`src/rtl/servo_pwm_decoder_if.sv`:
```
// Servo PWM decoder bundle: raw pulse input plus decoded width/period/position results.
interface servo_pwm_decoder_if;
    logic        pwm_in;
    logic [11:0] width_us;
    logic [15:0] period_us;
    logic [7:0]  pos;
    logic [2:0]  LEDS;
    logic        valid;
    logic        err;
    logic        lost;

    // master sources the pulse train and consumes results; slave is the decoder
    modport master (
        output pwm_in,
        input  width_us, period_us, pos, LEDS, valid, err, lost
    );
    modport slave (
        input  pwm_in,
        output width_us, period_us, pos, LEDS, valid, err, lost
    );
endinterface

```
`src/rtl/servo_pwm_decoder.sv`:
```
// Measures a servo-style pulse train and decodes the high width into a position code,
// with per-frame valid/err strobes and a signal-lost level.
module servo_pwm_decoder #(
    parameter int unsigned CLK_HZ     = 100_000_000,
    parameter int unsigned MIN_US     = 500,
    parameter int unsigned MAX_US     = 2500,
    parameter int unsigned PER_MIN_US = 15000,
    parameter int unsigned PER_MAX_US = 25000,
    parameter int unsigned TIMEOUT_US = 50000
) (
    input  logic               CLK,
    input  logic               RST_N,
    servo_pwm_decoder_if.slave bus
);

    localparam int unsigned      TICK_DIV = CLK_HZ / 1_000_000;
    localparam int unsigned      PRE_W    = (TICK_DIV > 1) ? $clog2(TICK_DIV) : 1;
    localparam logic [PRE_W-1:0] PRE_LAST = PRE_W'(TICK_DIV - 1);

    localparam logic [15:0] MIN_W   = 16'(MIN_US);
    localparam logic [15:0] MAX_W   = 16'(MAX_US);
    localparam logic [15:0] PMIN_W  = 16'(PER_MIN_US);
    localparam logic [15:0] PMAX_W  = 16'(PER_MAX_US);
    localparam logic [15:0] TO_LAST = 16'(TIMEOUT_US - 1);

    localparam logic [1:0] StSync  = 2'd0;
    localparam logic [1:0] StArmed = 2'd1;
    localparam logic [1:0] StHigh  = 2'd2;
    localparam logic [1:0] StLow   = 2'd3;

    logic             sync1_q, sync2_q, prev_q;
    logic             rise_q, fall_q;
    logic [PRE_W-1:0] pre_q, pre_d;
    logic [15:0]      us_q, us_d, us_inc;
    logic [15:0]      hi_q, hi_d;
    logic [1:0]       state_q, state_d;
    logic [11:0]      width_q, width_d;
    logic [15:0]      period_q, period_d;
    logic [7:0]       pos_q, pos_d, pos_new;
    logic [2:0]       leds_q, leds_d;
    logic             valid_q, valid_d;
    logic             err_q, err_d;
    logic             lost_q, lost_d;
    logic             tick, timeout, clr, accept;

    // us_inc already counts the current cycle, so a pulse of exactly N us reads back as N
    always_comb begin
        tick    = (pre_q == PRE_LAST);
        us_inc  = (tick && us_q != 16'hFFFF) ? us_q + 16'd1 : us_q;
        timeout = tick && (us_q == TO_LAST);
        accept  = (hi_q >= MIN_W) && (hi_q <= MAX_W) && (us_inc >= PMIN_W) && (us_inc <= PMAX_W);
        pos_new = 8'((hi_q - MIN_W) >> 3);
    end

    always_comb begin
        state_d  = state_q;
        hi_d     = hi_q;
        width_d  = width_q;
        period_d = period_q;
        pos_d    = pos_q;
        leds_d   = leds_q;
        lost_d   = lost_q;
        valid_d  = 1'b0;
        err_d    = 1'b0;
        clr      = rise_q;
        unique case (state_q)
            StSync: begin
                if (timeout) begin
                    lost_d = 1'b1;
                    clr    = 1'b1;
                end
                if (!sync2_q) begin
                    state_d = StArmed;
                end
            end
            StArmed: begin
                // The first rise only starts the measurement; no frame is reported for it
                if (rise_q) begin
                    state_d = StHigh;
                end else if (timeout) begin
                    lost_d = 1'b1;
                    clr    = 1'b1;
                end
            end
            StHigh: begin
                if (fall_q) begin
                    hi_d    = us_inc;
                    state_d = StLow;
                end else if (timeout) begin
                    lost_d  = 1'b1;
                    clr     = 1'b1;
                    state_d = StSync;
                end
            end
            StLow: begin
                if (rise_q) begin
                    state_d = StHigh;
                    if (accept) begin
                        width_d  = hi_q[11:0];
                        period_d = us_inc;
                        pos_d    = pos_new;
                        leds_d   = pos_new[7:5];
                        valid_d  = 1'b1;
                        lost_d   = 1'b0;
                    end else begin
                        err_d = 1'b1;
                    end
                end else if (timeout) begin
                    lost_d  = 1'b1;
                    clr     = 1'b1;
                    state_d = StSync;
                end
            end
            default: state_d = StSync;
        endcase
    end

    always_comb begin
        pre_d = clr ? '0 : (tick ? '0 : pre_q + PRE_W'(1));
        us_d  = clr ? 16'd0 : us_inc;
    end

    always_ff @(posedge CLK or negedge RST_N) begin
        if (!RST_N) begin
            sync1_q  <= 1'b0;
            sync2_q  <= 1'b0;
            prev_q   <= 1'b0;
            rise_q   <= 1'b0;
            fall_q   <= 1'b0;
            pre_q    <= '0;
            us_q     <= 16'd0;
            hi_q     <= 16'd0;
            state_q  <= StSync;
            width_q  <= 12'd0;
            period_q <= 16'd0;
            pos_q    <= 8'd0;
            leds_q   <= 3'd0;
            valid_q  <= 1'b0;
            err_q    <= 1'b0;
            lost_q   <= 1'b1;
        end else begin
            sync1_q  <= bus.pwm_in;
            sync2_q  <= sync1_q;
            prev_q   <= sync2_q;
            rise_q   <= sync2_q & ~prev_q;
            fall_q   <= ~sync2_q & prev_q;
            pre_q    <= pre_d;
            us_q     <= us_d;
            hi_q     <= hi_d;
            state_q  <= state_d;
            width_q  <= width_d;
            period_q <= period_d;
            pos_q    <= pos_d;
            leds_q   <= leds_d;
            valid_q  <= valid_d;
            err_q    <= err_d;
            lost_q   <= lost_d;
        end
    end

    assign bus.width_us  = width_q;
    assign bus.period_us = period_q;
    assign bus.pos       = pos_q;
    assign bus.LEDS      = leds_q;
    assign bus.valid     = valid_q;
    assign bus.err       = err_q;
    assign bus.lost      = lost_q;

endmodule

```
`src/flat_wrapper.sv`:
```
// flat-port wrapper written by rule: the top's interface ports become plain ports
module servo_pwm_decoder_flat 
#(
    parameter int unsigned CLK_HZ     = 100_000_000,
    parameter int unsigned MIN_US     = 500,
    parameter int unsigned MAX_US     = 2500,
    parameter int unsigned PER_MIN_US = 15000,
    parameter int unsigned PER_MAX_US = 25000,
    parameter int unsigned TIMEOUT_US = 50000
)
  (CLK, RST_N, bus_pwm_in, bus_width_us, bus_period_us, bus_pos, bus_LEDS, bus_valid, bus_err, bus_lost);
  servo_pwm_decoder_if bus_i ();
  input  logic CLK;
  input  logic RST_N;
  input wire logic [$bits(bus_i.pwm_in)-1:0] bus_pwm_in;
  output wire logic [$bits(bus_i.width_us)-1:0] bus_width_us;
  output wire logic [$bits(bus_i.period_us)-1:0] bus_period_us;
  output wire logic [$bits(bus_i.pos)-1:0] bus_pos;
  output wire logic [$bits(bus_i.LEDS)-1:0] bus_LEDS;
  output wire logic [$bits(bus_i.valid)-1:0] bus_valid;
  output wire logic [$bits(bus_i.err)-1:0] bus_err;
  output wire logic [$bits(bus_i.lost)-1:0] bus_lost;
  assign bus_i.pwm_in = bus_pwm_in;
  assign bus_width_us = bus_i.width_us;
  assign bus_period_us = bus_i.period_us;
  assign bus_pos = bus_i.pos;
  assign bus_LEDS = bus_i.LEDS;
  assign bus_valid = bus_i.valid;
  assign bus_err = bus_i.err;
  assign bus_lost = bus_i.lost;
  servo_pwm_decoder #(.CLK_HZ(CLK_HZ), .MIN_US(MIN_US), .MAX_US(MAX_US), .PER_MIN_US(PER_MIN_US), .PER_MAX_US(PER_MAX_US), .TIMEOUT_US(TIMEOUT_US)) u_core (.CLK(CLK), .RST_N(RST_N), .bus(bus_i));
endmodule
```
`config.mk`:
```
export PLATFORM = sky130hd
export DESIGN_NAME = servo_pwm_decoder_flat
export DESIGN_NICKNAME = d
export VERILOG_FILES = /design/src/rtl/servo_pwm_decoder_if.sv /design/src/rtl/servo_pwm_decoder.sv /design/src/flat_wrapper.sv
export SDC_FILE = /design/constraint.sdc
export NUM_CORES = 1
export LEC_CHECK = 0
export BUFFER_PORTS_ARGS = -buffer_cell sky130_fd_sc_hd__buf_2
export CAP_MARGIN = 20
export CORE_ASPECT_RATIO = 0.9
export CORE_MARGIN = 2
export CORE_UTILIZATION = 55
export CTS_CLUSTER_SIZE = 24
export DETAILED_ROUTE_END_ITERATION = 7
export PLACE_DENSITY = 0.81
export SLEW_MARGIN = 20
export SYNTH_ARGS = -nofsm -noshare
export SYNTH_HDL_FRONTEND = slang
export SYNTH_SLANG_ARGS = --single-unit
```
`constraint.sdc`:
```
create_clock -name CLK -period 8.5 [get_ports CLK]
set_input_delay 1.7 -clock CLK [delete_from_list [all_inputs] [get_ports CLK]]
set_output_delay 1.7 -clock CLK [all_outputs]
set_load 0.02 [all_outputs]
```
==> qor.yml, run 1 <==
finalPower_mw: 0.824
slew_headroom_pct: 39.2
place_congestion: 0.932
cts_resized: 0
via_count: 3182
synth.net_count: 415
cp_max_fo: 20
whs_path_depth: 0
avgSynthCellArea_sq_um: 10.6
cts.sinks: 85
cp_cell_sequence: "ha_1, nand3_1, nor4_4, nor2_1, o41ai_1, a211oi_2, nor4_4, buf_4, mux2_2"
synth_edf_count: 0
rrSetupSlack_ps: 5000
critical_path.startpoint: "u_core.us_q[0]"
grt_setup_unrepaired: "no"
drive_above_1_share_pct: 22.5
drt_iter0_drc: 145
slowest_stage: "o41ai_1"
die_w_microns: 97.4
clk_latency_ps: 360
worstMarginPinSlew_ps: 909
tns_ps: 0
slew_violations: 0
synth-seq-area-share_pct: 49.3
cts_buffer_depth: 2
ys_ff_latch: 85
startpoint_type: "register"
path_buf_inv: 1
vdd_drop_max_uv: 151
die_y_microns: 88.1
grt_overflow_total: 0
finalCriticalPeriod_ps: 3500
initial_core_util_pct: 56.9
path_common_cell: "nor4_4"
max_freq_mhz: 286
setup_viol: 0
place_area_sq_um: 4560
critPathCaptureType: "register"
core-area_sq_um: 7580
n_antenna_cell: 0
clock-root-buffer: "clkbuf_8"
io_buffers: 44
cp_top_family: "simple AND/OR/NAND/NOR gates"
synthCells: 408
leakagePower_nw: 2.18
synth-warning-count: 0
tritoncts: "yes"
rr_worst_depth: 9
syn_area_sq_um: 4320
fillers: 617
pwr_density_cell_nw_per_um2: 171
num_io_pins: 45
max-cap-violations: 0
timing.rr.end: "u_core.bus.LEDS[0]"
final_area_sq_um: 4810
finalCritPeriodShare_pct: 41.1
remaining_drc_errors: 0
worst-path-stages: 9
wl_per_cell_microns: 16.8
worstPathArrival_ps: 3740
antenna_found_initial: 0
wl_microns: 9140
clkTransAtPathRegs_ps: 90
outcome: "completed"
critPathKind: "reg2reg"
r2r-start: "u_core.us_q[0]"
hold_violations: 0
die-area_sq_um: 8580
grt_pass1_vias: 3137
drtPass1Iterations: 4
hpwl_microns: 6420
crit_end: "u_core.bus.LEDS[0]"
area_growth_pct: 11.4
post-cts-setup-buffer-count: 0
fp-row-count: 30
holdCritPathClass: "reg2reg"
cts_made_buffers: 9
synth_cell_types: 62
required_ps: 8750
h-tree-depth: 3
final_antenna_net_count: 0
final_net_count: 450
avgViaCountPerCell: 5.85
slowest_delay_ps: 550
fin_skew_ps: 11.1
grt_max_degree: 86
synthArstFlopShare_pct: 100
ys.flop_type: "dfrtp_1"
hold_buffers: 0
grt_use_total_pct: 22.9
grt_pass1_wl_microns: 15600
[kinds of logic after synthesis]
kind of cell    count (synthesis)  synth area share, %
fa+ha+maj                       4                 1.16
mux                            39                 9.74
flops                          85                 49.3
xor+xnor                       27                 5.65
simple gates                  153                 20.5
buf+inv                        39                 4.38
compound gates                 61                 9.24
[cells in the mapped netlist, types with 5 or more instances]
library cell	n	area share (%)
a21oi_1	7	0.81
a31oi_1	6	0.87
and2_1	6	0.87
and3_1	7	1.0
buf_2	10	1.2
clkbuf_1	6	0.52
dfrtp_1	84	49
inv_1	17	1.5
mux2_1	5	1.3
mux2_2	19	5.0
mux2i_1	15	3.5
nand2_1	35	3.0
nand3_1	13	1.5
nand4_1	5	0.72
nor2_1	29	2.5
nor2b_1	6	0.87
nor3_1	16	1.9
o21ai_0	25	2.9
xnor2_1	19	3.9
xor2_1	7	1.4
[flip-flops by register name, summed over array words and instances, names as in the netlist]
name,count
u_core.rise_q,1
u_core.sync2_q,1
u_core.pre_q,7
u_core.prev_q,1
u_core.bus.LEDS,3
u_core.hi_q,16
u_core.bus.width_us,12
u_core.bus.valid,1
u_core.fall_q,1
u_core.bus.lost,1
u_core.state_q,2
u_core.bus.period_us,16
u_core.bus.err,1
u_core.bus.pos,5
u_core.sync1_q,1
u_core.us_q,16
[cell type report]
class                      count  area (sq um)  area share, %
inverter                      17          63.8           1.33
clock inverter                 5           106           2.21
multi-input combinational    284          2010           41.8
tap                           96           120           2.50
timing repair buffer          46           241           5.02
sequential                    85          2130           44.2
clock buffer                  11           141           2.94
[power breakdown]
group / switching (mW) / total [mW] / leakage (nW) / internal, mW
logic: 0.0291 / 0.0451 / 0.897 / 0.0159
clock network: 0.149 / 0.353 / 0.120 / 0.205
registers: 0.0109 / 0.426 / 1.16 / 0.415
total: 0.189 / 0.824 / 2.18 / 0.635
[stage by stage]
stage	util, %	hold WS, ps	setup slack, ps	std cells
5_1_grt	63.4	371	4830	544
3_3_place_gp	60.1	344	5220	528
2_1_floorplan	-	331	5680	408
4_1_cts	63.4	369	5070	544
3_5_place_dp	60.1	345	5130	528
6_report	63.4	356	5000	544
[layer usage]
| metal | track usage [%] | vias up | part of all wire, % |
|---|---|---|---|
| met1 | 31.6 | 1553 | 47 |
| li1 | - | 1516 | - |
| met3 | 4.39 | 17 | 5.2 |
| met4 | 8.46 | 0 | 2.0 |
| met2 | 36.7 | 96 | 45 |
| met5 | 0 | - | 0 |
[worst min path at each step]
stage / start / endpoint / slack, ps
after floorplan: u_core.sync1_q / u_core.sync2_q / 330
after global placement: u_core.sync1_q / u_core.sync2_q / 340
after detailed placement: u_core.sync1_q / u_core.sync2_q / 350
after CTS: u_core.sync1_q / u_core.sync2_q / 370
after global routing: u_core.sync1_q / u_core.sync2_q / 370
final: u_core.sync1_q / u_core.sync2_q / 360
[cell usage in the layout (no fill, tap or decap), types with 2 or more instances in the layout]
master and instances:
a311oi_1 3, nand2_1 35, o2111ai_1 2, or4_1 3, bufinv_16 3, mux2_2 19
nor4_1 2, a21oi_1 7, nor3_2 2, or2_2 2, nor3_1 16, nand2b_1 4
and4_1 3, clkbuf_8 10, nand4b_1 2, o32ai_1 2, mux2i_1 15, a211o_1 2
nor4_4 2, nor3b_1 2, and3_1 7, o21ai_0 25, buf_2 43, a31oi_1 6
nor2b_1 6, nand3_1 13, and2_1 6, dfrtp_1 84, inv_1 17, mux2_1 5
buf_4 2, nor2_1 29, ha_1 4, xnor2_1 19, nor4_2 3, xor2_1 7
nand4_1 5, a211oi_1 3
Note: power is estimated with default switching activity, not from simulation.
==> run 2, diff against run 1 <==
--- a/config.mk
+++ b/config.mk
@@ -9,10 +9,10 @@
 export CAP_MARGIN = 20
 export CORE_ASPECT_RATIO = 0.9
 export CORE_MARGIN = 2
-export CORE_UTILIZATION = 55
+export CORE_UTILIZATION = 53
 export CTS_CLUSTER_SIZE = 24
 export DETAILED_ROUTE_END_ITERATION = 7
-export PLACE_DENSITY = 0.81
+export PLACE_DENSITY = 0.82
 export SLEW_MARGIN = 20
 export SYNTH_ARGS = -nofsm -noshare
 export SYNTH_HDL_FRONTEND = slang
==> constraint.sdc (replaced) <==
create_clock -name CLK -period 2.9 [get_ports CLK]
set_input_delay 0.58 -clock CLK [delete_from_list [all_inputs] [get_ports CLK]]
set_output_delay 0.58 -clock CLK [all_outputs]
set_load 0.02 [all_outputs]
==> qor.yml, run 2 (synthesized netlist as in run 1, its figures left out) <==
leakagePower_nw: 2.76
drt_iter0_drc: 345
cts.sinks: 85
num_io_pins: 45
finalCritPeriodShare_pct: 108
wl_per_cell_microns: 20.4
drive_above_1_share_pct: 41.8
die_y_microns: 89.6
worstPathArrival_ps: 3370
grt_setup_unrepaired: "yes"
max-cap-violations: 0
antenna_found_initial: 0
avgViaCountPerCell: 6.07
place_congestion: 1.04
hold_slack_ps: 204
setup_viol: 36
die-area_sq_um: 8890
vdd_drop_max_uv: 468
final_common_cell: "buf_4"
via_count: 3909
violations: "setup timing"
die_w_microns: 99.1
grt_use_total_pct: 28.6
pwr_density_cell_nw_per_um2: 403
fin_cells: 644
grt_pass1_wl_microns: 19500
final_util_pct: 73.9
slew_violations: 0
holdCritPathClass: "in2async"
core-area_sq_um: 7990
finalCriticalPeriod_ps: 3120
clock-root-buffer: "clkbuf_8"
remaining_drc_errors: 0
dp.cells: 603
cts_made_buffers: 9
grt_pass1_vias: 3838
final_net_count: 547
cp_max_fo: 6
drtPass1Iterations: 5
worstMarginPinSlew_ps: 952
critPathKind: "reg2reg"
clkTransAtPathRegs_ps: 90
h-tree-depth: 3
hpwl_microns: 7640
cts_buffer_depth: 2
dp_slack_ps: -214
fin_skew_ps: 13.4
io_buffers: 44
grt_overflow_total: 0
initial_core_util_pct: 54.0
final_antenna_net_count: 0
n_antenna_cell: 0
max_freq_mhz: 320
outcome: "complete, but fails checks"
fp-row-count: 31
wl_microns: 13100
clk_latency_ps: 380
layout_setup_ws_ps: -220
hold_violations: 0
slew_headroom_pct: 36.4
area_growth_pct: 36.8
critPathCaptureType: "register"
tritoncts: "yes"
grt_max_degree: 48
hold_buffers: 0
required_ps: 3150
finalPower_mw: 2.38
final_cell_mix: "buf_4, dfrtp_1, buf_2"
startpoint_type: "register"
-- run 2: cell types whose count changed in the layout (fill, tap and decap cells not counted), moves of 3 or more --
cell / delta
buf_4: +85
mux2_4: +23
mux2_2: -18
mux2_1: -5
buf_6: +4
nor3_1: -4
buf_12: +3
dfrtp_1: -3
dfrtp_2: +3
nor3_4: +3
-- run 2: metal layers --
metal,track usage [%],up-vias,wire [microns],share of wire [%]
met1,35.9,1879,4970,38
li1,-,1709,-,-
met3,5.65,79,1010,7.7
met5,0,-,0,0
met4,13.1,0,756,5.8
met2,48.7,242,6370,49
-- run 2: final cells by class --
cell class,count,area (sq um)
Multi-Input combinational cell,285,2310
Sequential cell,85,2130
Fill cell,505,2080
Timing Repair Buffer,142,1070
Clock buffer,11,131
Tap cell,99,124
Clock inverter,5,83.8
Inverter,17,63.8
-- run 2: final timing paths --
path | startpoint | cells past startpoint | endpoint | slack [ps]
setup / recovery | u_core.us_q[9] | 11 | u_core.bus.width_us[2] | -220
hold / removal | RST_N | 1 | u_core.us_q[3] | 200
setup reg to reg | u_core.us_q[9] | 11 | u_core.bus.width_us[2] | -220
hold reg to reg | u_core.sync1_q | 0 | u_core.sync2_q | 370
max in group asynchronous | RST_N | 2 | u_core.bus.lost | 1920
min in group CLK | bus_pwm_in | 1 | u_core.sync1_q | 310
-- run 2: critical path: stages (launching register included) --
cell and delay [ps]:
dfrtp_2 440, buf_4 150, nand2_2 70, or3_4 430, o211ai_4 230, a311oi_2 130
o211ai_1 350, a31oi_4 160, nor4_4 360, buf_6 210, clkbuf_16 170, mux2_4 300
-- run 2: timing repair --
action,CTS,global route
setup endpoints to repair,36,38
setup buffers,17,5
gates resized for setup,32,44
gates cloned,3,1
pin swaps,16,12
hold endpoints to repair,0,0
-- run 2: where the power goes --
| part | total, mW | switching [mW] | internal, mW | leakage (nW) |
|---|---|---|---|---|
| Clock | 0.934 | 0.445 | 0.489 | 0.100 |
| Combinational | 0.200 | 0.112 | 0.0883 | 1.50 |
| Sequential | 1.25 | 0.0295 | 1.22 | 1.16 |
| Total | 2.38 | 0.586 | 1.79 | 2.76 |
-- run 2: stage by stage --
step	TNS (ps)	instance area, sq um
after global routing	-9310	5910
after CTS	-16.2	5690
after detailed placement	-4660	5130
final	-5710	5910
after global placement	-1180	5130
after floorplan	0	4320
